--- src/rtl/cmd_decoder_if.sv ---
// cmd_decoder_if: byte-stream receive, FIFO write bus and frame status bundle.
//   master side (host/RX + FIFOs) drives rx_data, rx_valid, full_bus.
//   slave side (decoder) drives rx_ready, wr_data, wrreq_bus, frame_dst, frame_len,
//   frame_ok, crc_err, addr_err, timeout_err.
interface cmd_decoder_if #(
  parameter int unsigned N_DST = 56
);
  logic [7:0]       rx_data;
  logic             rx_valid;
  logic             rx_ready;
  logic [N_DST-1:0] full_bus;
  logic [7:0]       wr_data;
  logic [N_DST-1:0] wrreq_bus;
  logic [7:0]       frame_dst;
  logic [7:0]       frame_len;
  logic             frame_ok;
  logic             crc_err;
  logic             addr_err;
  logic             timeout_err;
  modport master (
    output rx_data, rx_valid, full_bus,
    input  rx_ready, wr_data, wrreq_bus, frame_dst, frame_len,
    input  frame_ok, crc_err, addr_err, timeout_err
  );
  modport slave (
    input  rx_data, rx_valid, full_bus,
    output rx_ready, wr_data, wrreq_bus, frame_dst, frame_len,
    output frame_ok, crc_err, addr_err, timeout_err
  );
endinterface

--- src/rtl/cmd_decoder.sv ---
// cmd_decoder: parses PREFIX,DST,LEN,DATA[LEN],CRC frames and steers payload to per-destination FIFOs.
//   clk, rst : clock, synchronous active-high reset
//   dec_if   : slave modport of cmd_decoder_if
//              rx_data/rx_valid/rx_ready : byte input handshake
//              full_bus                  : per-destination FIFO full (needs one slot of margin)
//              wr_data/wrreq_bus         : registered one-hot payload write
//              frame_dst/frame_len       : DST/LEN of last completed or aborted frame
//              frame_ok/crc_err/addr_err/timeout_err : 1-cycle status pulses
//   Optional: define RX_TIMEOUT_EN to abort a frame after TIMEOUT_CYC idle cycles.
module cmd_decoder #(
  parameter int unsigned N_DST       = 56,
  parameter logic [7:0]  PREFIX      = 8'hAA,
  parameter int unsigned TIMEOUT_CYC = 1000
) (
  input logic         clk,
  input logic         rst,
  cmd_decoder_if.slave dec_if
);
  typedef enum logic [2:0] {HUNT, ADDR, LEN, DATA, CRC} state_t;
  state_t           state_q, state_d;
  logic [7:0]       dst_q, dst_d, len_q, len_d, cnt_q, cnt_d, crc_q, crc_d;
  logic [7:0]       wr_data_q, wr_data_d, frame_dst_q, frame_dst_d, frame_len_q, frame_len_d;
  logic [N_DST-1:0] wrreq_q, wrreq_d, dst_oh;
  logic             ok_q, ok_d, crc_err_q, crc_err_d, addr_err_q, addr_err_d, to_q, to_d;
  logic             dst_ok, rdy, accept, tmo;
  // Out-of-range DST shifts the one bit out, so an empty one-hot marks an invalid address.
  assign dst_oh = {{(N_DST-1){1'b0}}, 1'b1} << dst_q;
  assign dst_ok = |dst_oh;
  assign rdy    = !rst && !(state_q == DATA && |(dst_oh & dec_if.full_bus));
  assign accept = dec_if.rx_valid && rdy;
`ifdef RX_TIMEOUT_EN
  logic [31:0] idle_q, idle_d;
  logic        idle;
  // A stalled byte (valid while backpressured) is not idle time.
  assign idle   = state_q != HUNT && !dec_if.rx_valid;
  assign tmo    = idle && idle_q == TIMEOUT_CYC - 1;
  assign idle_d = (accept || state_q == HUNT || tmo) ? '0 : idle ? idle_q + 32'd1 : idle_q;
  always_ff @(posedge clk) idle_q <= rst ? '0 : idle_d;
`else
  assign tmo = 1'b0;
`endif
  always_comb begin
    state_d     = state_q;
    dst_d       = dst_q;
    len_d       = len_q;
    cnt_d       = cnt_q;
    crc_d       = crc_q;
    wr_data_d   = wr_data_q;
    wrreq_d     = '0;
    frame_dst_d = frame_dst_q;
    frame_len_d = frame_len_q;
    ok_d        = 1'b0;
    crc_err_d   = 1'b0;
    addr_err_d  = 1'b0;
    to_d        = 1'b0;
    if (tmo) begin
      state_d     = HUNT;
      to_d        = 1'b1;
      frame_dst_d = dst_q;
      frame_len_d = len_q;
    end else if (accept) begin
      case (state_q)
        HUNT: state_d = dec_if.rx_data == PREFIX ? ADDR : HUNT;
        ADDR: begin
          dst_d   = dec_if.rx_data;
          crc_d   = dec_if.rx_data;
          state_d = LEN;
        end
        LEN: begin
          len_d   = dec_if.rx_data;
          crc_d   = crc_q + dec_if.rx_data;
          cnt_d   = '0;
          state_d = dec_if.rx_data == 8'd0 ? CRC : DATA;
        end
        DATA: begin
          crc_d     = crc_q + dec_if.rx_data;
          cnt_d     = cnt_q + 8'd1;
          wr_data_d = dst_ok ? dec_if.rx_data : wr_data_q;
          wrreq_d   = dst_oh;
          state_d   = cnt_q == len_q - 8'd1 ? CRC : DATA;
        end
        CRC: begin
          ok_d        = dst_ok && dec_if.rx_data == crc_q;
          crc_err_d   = dst_ok && dec_if.rx_data != crc_q;
          addr_err_d  = !dst_ok;
          frame_dst_d = dst_q;
          frame_len_d = len_q;
          state_d     = HUNT;
        end
        default: state_d = HUNT;
      endcase
    end
  end
  always_ff @(posedge clk) begin
    if (rst) begin
      state_q     <= HUNT;
      dst_q       <= '0;
      len_q       <= '0;
      cnt_q       <= '0;
      crc_q       <= '0;
      wr_data_q   <= '0;
      wrreq_q     <= '0;
      frame_dst_q <= '0;
      frame_len_q <= '0;
      ok_q        <= 1'b0;
      crc_err_q   <= 1'b0;
      addr_err_q  <= 1'b0;
      to_q        <= 1'b0;
    end else begin
      state_q     <= state_d;
      dst_q       <= dst_d;
      len_q       <= len_d;
      cnt_q       <= cnt_d;
      crc_q       <= crc_d;
      wr_data_q   <= wr_data_d;
      wrreq_q     <= wrreq_d;
      frame_dst_q <= frame_dst_d;
      frame_len_q <= frame_len_d;
      ok_q        <= ok_d;
      crc_err_q   <= crc_err_d;
      addr_err_q  <= addr_err_d;
      to_q        <= to_d;
    end
  end
  assign dec_if.rx_ready    = rdy;
  assign dec_if.wr_data     = wr_data_q;
  assign dec_if.wrreq_bus   = wrreq_q;
  assign dec_if.frame_dst   = frame_dst_q;
  assign dec_if.frame_len   = frame_len_q;
  assign dec_if.frame_ok    = ok_q;
  assign dec_if.crc_err     = crc_err_q;
  assign dec_if.addr_err    = addr_err_q;
  assign dec_if.timeout_err = to_q;
endmodule

--- src/flat_wrapper.sv ---
// flat-port wrapper written by rule: the top's interface ports become plain ports
module cmd_decoder_flat 
#(
  parameter int unsigned N_DST       = 56,
  parameter logic [7:0]  PREFIX      = 8'hAA,
  parameter int unsigned TIMEOUT_CYC = 1000
)
  (clk, rst, dec_if_rx_data, dec_if_rx_valid, dec_if_full_bus, dec_if_rx_ready, dec_if_wr_data, dec_if_wrreq_bus, dec_if_frame_dst, dec_if_frame_len, dec_if_frame_ok, dec_if_crc_err, dec_if_addr_err, dec_if_timeout_err);
  cmd_decoder_if #(.N_DST(N_DST)) dec_if_i ();
  input logic clk;
  input logic rst;
  input wire logic [$bits(dec_if_i.rx_data)-1:0] dec_if_rx_data;
  input wire logic [$bits(dec_if_i.rx_valid)-1:0] dec_if_rx_valid;
  input wire logic [$bits(dec_if_i.full_bus)-1:0] dec_if_full_bus;
  output wire logic [$bits(dec_if_i.rx_ready)-1:0] dec_if_rx_ready;
  output wire logic [$bits(dec_if_i.wr_data)-1:0] dec_if_wr_data;
  output wire logic [$bits(dec_if_i.wrreq_bus)-1:0] dec_if_wrreq_bus;
  output wire logic [$bits(dec_if_i.frame_dst)-1:0] dec_if_frame_dst;
  output wire logic [$bits(dec_if_i.frame_len)-1:0] dec_if_frame_len;
  output wire logic [$bits(dec_if_i.frame_ok)-1:0] dec_if_frame_ok;
  output wire logic [$bits(dec_if_i.crc_err)-1:0] dec_if_crc_err;
  output wire logic [$bits(dec_if_i.addr_err)-1:0] dec_if_addr_err;
  output wire logic [$bits(dec_if_i.timeout_err)-1:0] dec_if_timeout_err;
  assign dec_if_i.rx_data = dec_if_rx_data;
  assign dec_if_i.rx_valid = dec_if_rx_valid;
  assign dec_if_i.full_bus = dec_if_full_bus;
  assign dec_if_rx_ready = dec_if_i.rx_ready;
  assign dec_if_wr_data = dec_if_i.wr_data;
  assign dec_if_wrreq_bus = dec_if_i.wrreq_bus;
  assign dec_if_frame_dst = dec_if_i.frame_dst;
  assign dec_if_frame_len = dec_if_i.frame_len;
  assign dec_if_frame_ok = dec_if_i.frame_ok;
  assign dec_if_crc_err = dec_if_i.crc_err;
  assign dec_if_addr_err = dec_if_i.addr_err;
  assign dec_if_timeout_err = dec_if_i.timeout_err;
  cmd_decoder #(.N_DST(N_DST), .PREFIX(PREFIX), .TIMEOUT_CYC(TIMEOUT_CYC)) u_core (.clk(clk), .rst(rst), .dec_if(dec_if_i));
endmodule
--- config.mk ---
export PLATFORM = sky130hd
export DESIGN_NAME = cmd_decoder_flat
export DESIGN_NICKNAME = d
export VERILOG_FILES = /design/src/rtl/cmd_decoder_if.sv /design/src/rtl/cmd_decoder.sv /design/src/flat_wrapper.sv
export SDC_FILE = /design/constraint.sdc
export NUM_CORES = 1
export LEC_CHECK = 0
export CAP_MARGIN = 20
export CORE_MARGIN = 3
export CORE_UTILIZATION = 50
export DETAILED_ROUTE_END_ITERATION = 7
export PLACE_DENSITY = 0.82
export SYNTH_ARGS = -nofsm -noshare
export SYNTH_HDL_FRONTEND = slang
export SYNTH_SLANG_ARGS = --single-unit
--- constraint.sdc ---
create_clock -name clk -period 6.8 [get_ports clk]
set_input_delay 1.7 -clock clk [delete_from_list [all_inputs] [get_ports clk]]
set_output_delay 1.7 -clock clk [all_outputs]
set_load 0.01 [all_outputs]
== Word level (Yosys, flattened, before mapping) ==
Index checks and enable logic that the tools add are counted.
W data, S select, Z words.

* Register bits: 118
* Input port bits: 67
* Logic and storage cells: 57

* $add $sub $neg: 3
* Eq/ne operators: 8
* Shift-type cells: 1
* Muxes and demuxes: 6
* Bitwise logic cells: 4
* Reduce and logical (&&, ||, !) cells: 23

{| class="wikitable"
|+ Operator list
! operator !! number
|-
| $reduce_or A56 Y1 || 2
|-
| $and A56 B56 Y56 || 1
|-
| $shl A1 B8 Y56 const A || 1
|-
| $pmux W8 S2 || 2
|-
| $eq A8 B8 Y1 || 2
|-
| $pmux W3 S4 || 1
|-
| $reduce_and A2 Y1 || 5
|-
| $add A8 B1 Y8 const B || 1
|-
| $add A8 B8 Y8 || 1
|-
| $eq A8 B8 Y1 const B || 1
|-
| $logic_not A8 Y1 || 1
|-
| $ne A8 B8 Y1 || 1
|-
| $sub A8 B1 Y8 const B || 1
|-
| $eq A3 B2 Y1 const B || 2
|-
| $mux W3 || 2
|-
| $reduce_or A3 Y1 || 2
|-
| $logic_and A1 B1 Y1 || 5
|-
| $reduce_bool A2 Y1 || 2
|-
| $eq A3 B1 Y1 const B || 1
|-
| $eq A3 B3 Y1 const B || 1
|-
| $logic_not A1 Y1 || 3
|-
| $logic_not A3 Y1 || 1
|-
| $not A1 Y1 || 3
|-
| $reduce_and A3 Y1 || 1
|-
| other kinds (2) || 2
|}

== Logic depth before layout (Yosys ltp) ==
* Depth in word-level cells: 9
* Depth in mapped cells: 12

== Worst setup path after synthesis ==
No wires, ideal clock.

* Kind: input -> output
* Start: input dec_if_full_bus[46]
* End: output dec_if_rx_ready
* Data arrival time: 3.061 ns
* Data required time: 5.100 ns
* Setup slack: 2.039 ns
* Stages: 7
* Path buffers: 0
* Path through: mux2_1 > a22oi_1 > a2bb2oi_1 > o2111ai_1 > a211oi_1 > nand2_1 > a31oi_1

* Cells in the longest elaborated chain, start to end: 5

{| class="wikitable"
|+ Ends and longest elaborated chain
! what !! RTL line !! source
|-
| start, declared || flat_wrapper.sv:14 || <nowiki>input wire logic [$bits(dec_if_i.full_bus)-1:0] dec_if_full_bus;</nowiki>
|-
| $and A56 B56 Y56 || cmd_decoder.sv:29 || <nowiki>assign rdy = !rst && !(state_q == DATA && |(dst_oh & dec_if.full_bus));</nowiki>
|-
| $reduce_or A56 Y1 || cmd_decoder.sv:29 ||
|-
| $logic_and A1 B1 Y1 || cmd_decoder.sv:29 ||
|-
| $logic_not A1 Y1 || cmd_decoder.sv:29 ||
|-
| $logic_and A1 B1 Y1 || cmd_decoder.sv:29 ||
|-
| end, declared || flat_wrapper.sv:15 || <nowiki>output wire logic [$bits(dec_if_i.rx_ready)-1:0] dec_if_rx_ready;</nowiki>
|}

No other way between the ends.

== Worst setup path after layout ==
* Start: input dec_if_full_bus[19]
* End: output dec_if_rx_ready

Same word-level chain as after synthesis.

==> results list <==
* Share of synthesized registers carrying an async set or reset: 0%
- For the worst setup path, the data arrival time is 4.25 ns.
- Clk pin slew, worst setup/hold paths: 0.06 ns
* Die Y: approximately 110 um
* Cell area power density: between 200 and 250 mW/mm^2
- The setup path with the least slack is of type primary input to primary output.
* Register-to-register setup slack: around 3 ns
* Critical Path Slowest Stage Cell: sky130_fd_sc_hd__clkdlybuf4s50_1
- Worst setup path startpoint: dec_if_full_bus[19]
- Finished layout cell area: roughly 0.0076 mm^2
- Pin count of the biggest net entering global routing: 70
- For this configuration, the core starts out at a cell density of 52.6%.
- Launch instance of the worst register-to-register path: u_core.dst_q[0]
- The routed design could run at a clock period as short as about 6 ns.
- Synthesis produced a netlist whose cell count is 661.
- Relative to the synthesized area, the layout overhead comes to 36.7%.
- Based on the critical path, the design can be clocked at up to 0.168 GHz.
- Synth Flop Type: sky130_fd_sc_hd__dfxtp_1
- Worst ir drop on vdd: about 0.00021 V
- Static leakage: roughly 2.7 nW
- Yosys top cell area share: 42.3%
- After Yosys synthesis, and, or, nand and nor cells account for 25.8% of the synthesized area.
- The first routing iteration left between 500 and 600 violations.
- Number of standard-cell rows in the floorplan: 37
- For this block, the via count after detailed routing is about 5500.
- Setup repair after global routing missed its margin: no
* Final Hold Violating Endpoints: 0
- Destination of the worst register-to-register timing path: u_core.cnt_q[6]
- Before CTS, the worst setup slack after placement is about 0.86 ns.
* Most common cell in the synthesized netlist: sky130_fd_sc_hd__dfxtp_1
- Count of inserted antenna diode cells: 0
- Maximum fanout encountered on the critical timing path: 4
* Complex-gate fraction of the synthesized area: 14.9%
- TritonCTS Sinks: 118
* Cell type contributing the most total cell area after synthesis: sky130_fd_sc_hd__dfxtp_1
* Routability cong.: 0.955
* Number of detailed-routing iterations run before antenna repair: 6
- The design draws around 1.6 mW.
* DRC violation count after routing: 0
* Count of flip-flops with a built-in enable after synthesis: 0
* Class of the tightest hold or removal check: register to register
- Adding up every negative setup slack in the final design gives 0 ns.
- After clock tree synthesis, the setup repair step added 0 buffers.
- The synthesized netlist occupies a cell area of 0.00558 mm^2.
- The clock passes through at most 2 buffers.
- Top cells by area in the synthesized netlist: sky130_fd_sc_hd__dfxtp_1 42%, sky130_fd_sc_hd__nor3_1 6.2%, sky130_fd_sc_hd__mux2i_1 5.2%, sky130_fd_sc_hd__nand2_1 5.2%, sky130_fd_sc_hd__a21oi_1 3.9%
* Slew at the pin with the worst max-slew slack: around 1.1 ns
- Worst min-delay path startpoint: u_core.dec_if.frame_dst[5]
- Synth Area per Inst: roughly 8.4 um^2
- TritonCTS built the clock tree.
- Dividing the detail-routed wire length by the instance count gives ~18 um.
- Setup-failing EPs final: 0
- Largest clock skew in the final design: 0.00701 ns
* DIE AREA: roughly 0.012 mm^2
- Nets: 864
- Maximum single-stage delay on the critical path: a little under 0.6 ns
* Share of the cycle needed by the critical path after routing: about 88%
- Count of cell types in the netlist: between 70 and 80
* Inserted Clock Buffers: 17
* Outcome: complete, no violations
* Vias per cell: a little under 6
* Hold-fix buffers, CTS: 0
* First-pass GRT wire length: 27600 um
* Parity-gate share of the synthesized area counting xor and xnor cells: 2.67%
* Antenna violations before repair: 0
- Global routing used approximately 27% of the available tracks.
- In this run the clock root is driven by a sky130_fd_sc_hd__clkbuf_8.
- Worst Hold Path Cells: 2
* Register bit count reported by yosys: ~120
* Sequential share of the synthesized area: between 40 and 50%
- Half-perimeter wire length after detailed placement: around 12000 um
* Residual antenna-violating net count after detailed routing: 0
* Insertion delay to the later sink of the worst-skew pair: around 0.53 ns
- For this run the aggregate overflow at the end of global routing stands at 0.
- Summing all placed instances gives a cell area of about 0.0071 mm^2.
- Final wirelength: 16900 um
- STA classifies the critical path startpoint as a primary input.
- The synthesized netlist devotes under 10% of its cell area to adder and majority cells.
* Req. time, crit path: between 5 and 6 ns
* IO Count: roughly 150
- Once routing completed, OpenROAD measured the worst setup slack at approximately 0.85 ns.
- Fraction of final layout cells with drive strength greater than 1: 7.25%
- Post-Route Utilization: 71.9%
- After synthesis, the share of cell area in mux cells is 6.21%.
* Synthesized net count: approximately 740
- The total area inside the core boundary comes to 0.0106 mm^2.
- Number of gates given a new drive strength after cts: 0
- Element type at the critical path end: primary output
* Cell count of the worst reg-to-reg path: 9
- In this run the tightest slew margin relative to its limit is 24.0%.
- Series of cell instances along the critical path: clkdlybuf4s50_1, mux2_2, a22oi_1, or3_1, o2111ai_1, nor4_2, nand2_1, a31oi_1, clkdlybuf4s50_1
* Number of global-route vias before repair: 5401
* Main combinational cell family by area after synthesis: simple AND/OR/NAND/NOR gates
- List of most frequent post-synthesis cells: 118 x sky130_fd_sc_hd__dfxtp_1, 77 x sky130_fd_sc_hd__nand2_1, 69 x sky130_fd_sc_hd__nor3_1
- Max-cap violations in this run came to 0.
- Hold path endpoint: u_core.dec_if.frame_dst[5]
- CP dominant cell by count: sky130_fd_sc_hd__clkdlybuf4s50_1
- Count of warnings emitted by yosys: 0
- The die is ~110 um wide.
- In this run the number of H-tree levels came out at 4.
- During placement, the flow inserted port buffers numbering 150.
- The max-slew violation total from the final report was 0.
## worst max-delay path: cells and delay by family
family / cells / cell delay [ns]
AO/OA/AOI/OAI: 3 / 0.57
buffers and inverters: 2 / 1.01
multiplexers: 1 / 0.27
AND/OR/NAND/NOR: 3 / 0.70
## worst max-delay path by stage
| stage | slack, ns | depth (start not counted) | end |
|---|---|---|---|
| after CTS | 0.84 | 9 | dec_if_rx_ready |
| after global routing | 0.71 | 9 | dec_if_rx_ready |
| after floorplan | 2.04 | 7 | dec_if_rx_ready |
| after detailed placement | 0.86 | 9 | dec_if_rx_ready |
| after global placement | 0.88 | 9 | dec_if_rx_ready |
| final | 0.85 | 9 | dec_if_rx_ready |
## layout make-up
type                            count  area (um^2)
Multi-Input combinational cell    475         2910
Sequential cell                   118         2360
Fill cell                         815         2980
Inverter                           17         63.8
Clock buffer                       17          414
Clock inverter                     15          146
Tap cell                          136          170
Timing Repair Buffer              158         1560
## metal layers
layer  vias to the layer above  global-route usage, %  wire [um]
li1                       2618                      -          -
met1                      2574                   32.7       6810
met2                       292                   46.3       8270
met3                        28                   8.48       1500
met4                         0                   9.89        289
met5                         -                      0          0
## per-stage QoR
stage          cells  hold WS (ns)
6_report         936         0.453
5_1_grt          936         0.485
4_1_cts          936         0.455
3_5_place_dp     904         0.446
3_3_place_gp     904         0.444
2_1_floorplan    661         0.451
## flip-flops by register name (all words and copies together) (netlist names)
register	flops
u_core.dec_if.crc_err	1
u_core.cnt_q	8
u_core.dec_if.wr_data	8
u_core.dec_if.frame_len	8
u_core.state_q	3
u_core.dec_if.addr_err	1
u_core.dec_if.frame_dst	8
u_core.crc_q	8
u_core.dec_if.wrreq_bus	56
u_core.dec_if.frame_ok	1
u_core.len_q	8
u_core.dst_q	8
## power breakdown
part	switching (mW)	internal, mW
clock	0.347	0.494
sequential	0.000154	0.691
combinational	0.0291	0.0428
total	0.377	1.23
## kinds of logic after synthesis
kind of cell	count (synthesis)
AOI/OAI and AO/OA	124
xor gates and xnor gates	17
adders and majority gates	10
buffers and inverters	68
DFF	118
muxes	34
other	1
and+or+nand+nor	289
## cells in the final DEF, fill, tap and decap left out, types with 5 or more instances in the layout
master and count:
sky130_fd_sc_hd__a211oi_1 6, sky130_fd_sc_hd__a21oi_1 44, sky130_fd_sc_hd__a22oi_1 7, sky130_fd_sc_hd__a31oi_1 7, sky130_fd_sc_hd__buf_4 8, sky130_fd_sc_hd__clkbuf_16 16
sky130_fd_sc_hd__clkdlybuf4s50_1 149, sky130_fd_sc_hd__dfxtp_1 118, sky130_fd_sc_hd__ha_1 9, sky130_fd_sc_hd__inv_1 17, sky130_fd_sc_hd__inv_6 5, sky130_fd_sc_hd__mux2i_1 29
sky130_fd_sc_hd__nand2_1 77, sky130_fd_sc_hd__nand2b_1 11, sky130_fd_sc_hd__nand3_1 17, sky130_fd_sc_hd__nand4_1 5, sky130_fd_sc_hd__nor2_1 54, sky130_fd_sc_hd__nor2b_1 8
sky130_fd_sc_hd__nor3_1 69, sky130_fd_sc_hd__nor4_1 10, sky130_fd_sc_hd__o21ai_0 12, sky130_fd_sc_hd__o22ai_1 6, sky130_fd_sc_hd__or3_1 6, sky130_fd_sc_hd__xnor2_1 11
sky130_fd_sc_hd__xor2_1 6
No activity file was read; power rests on OpenSTA's default activity.
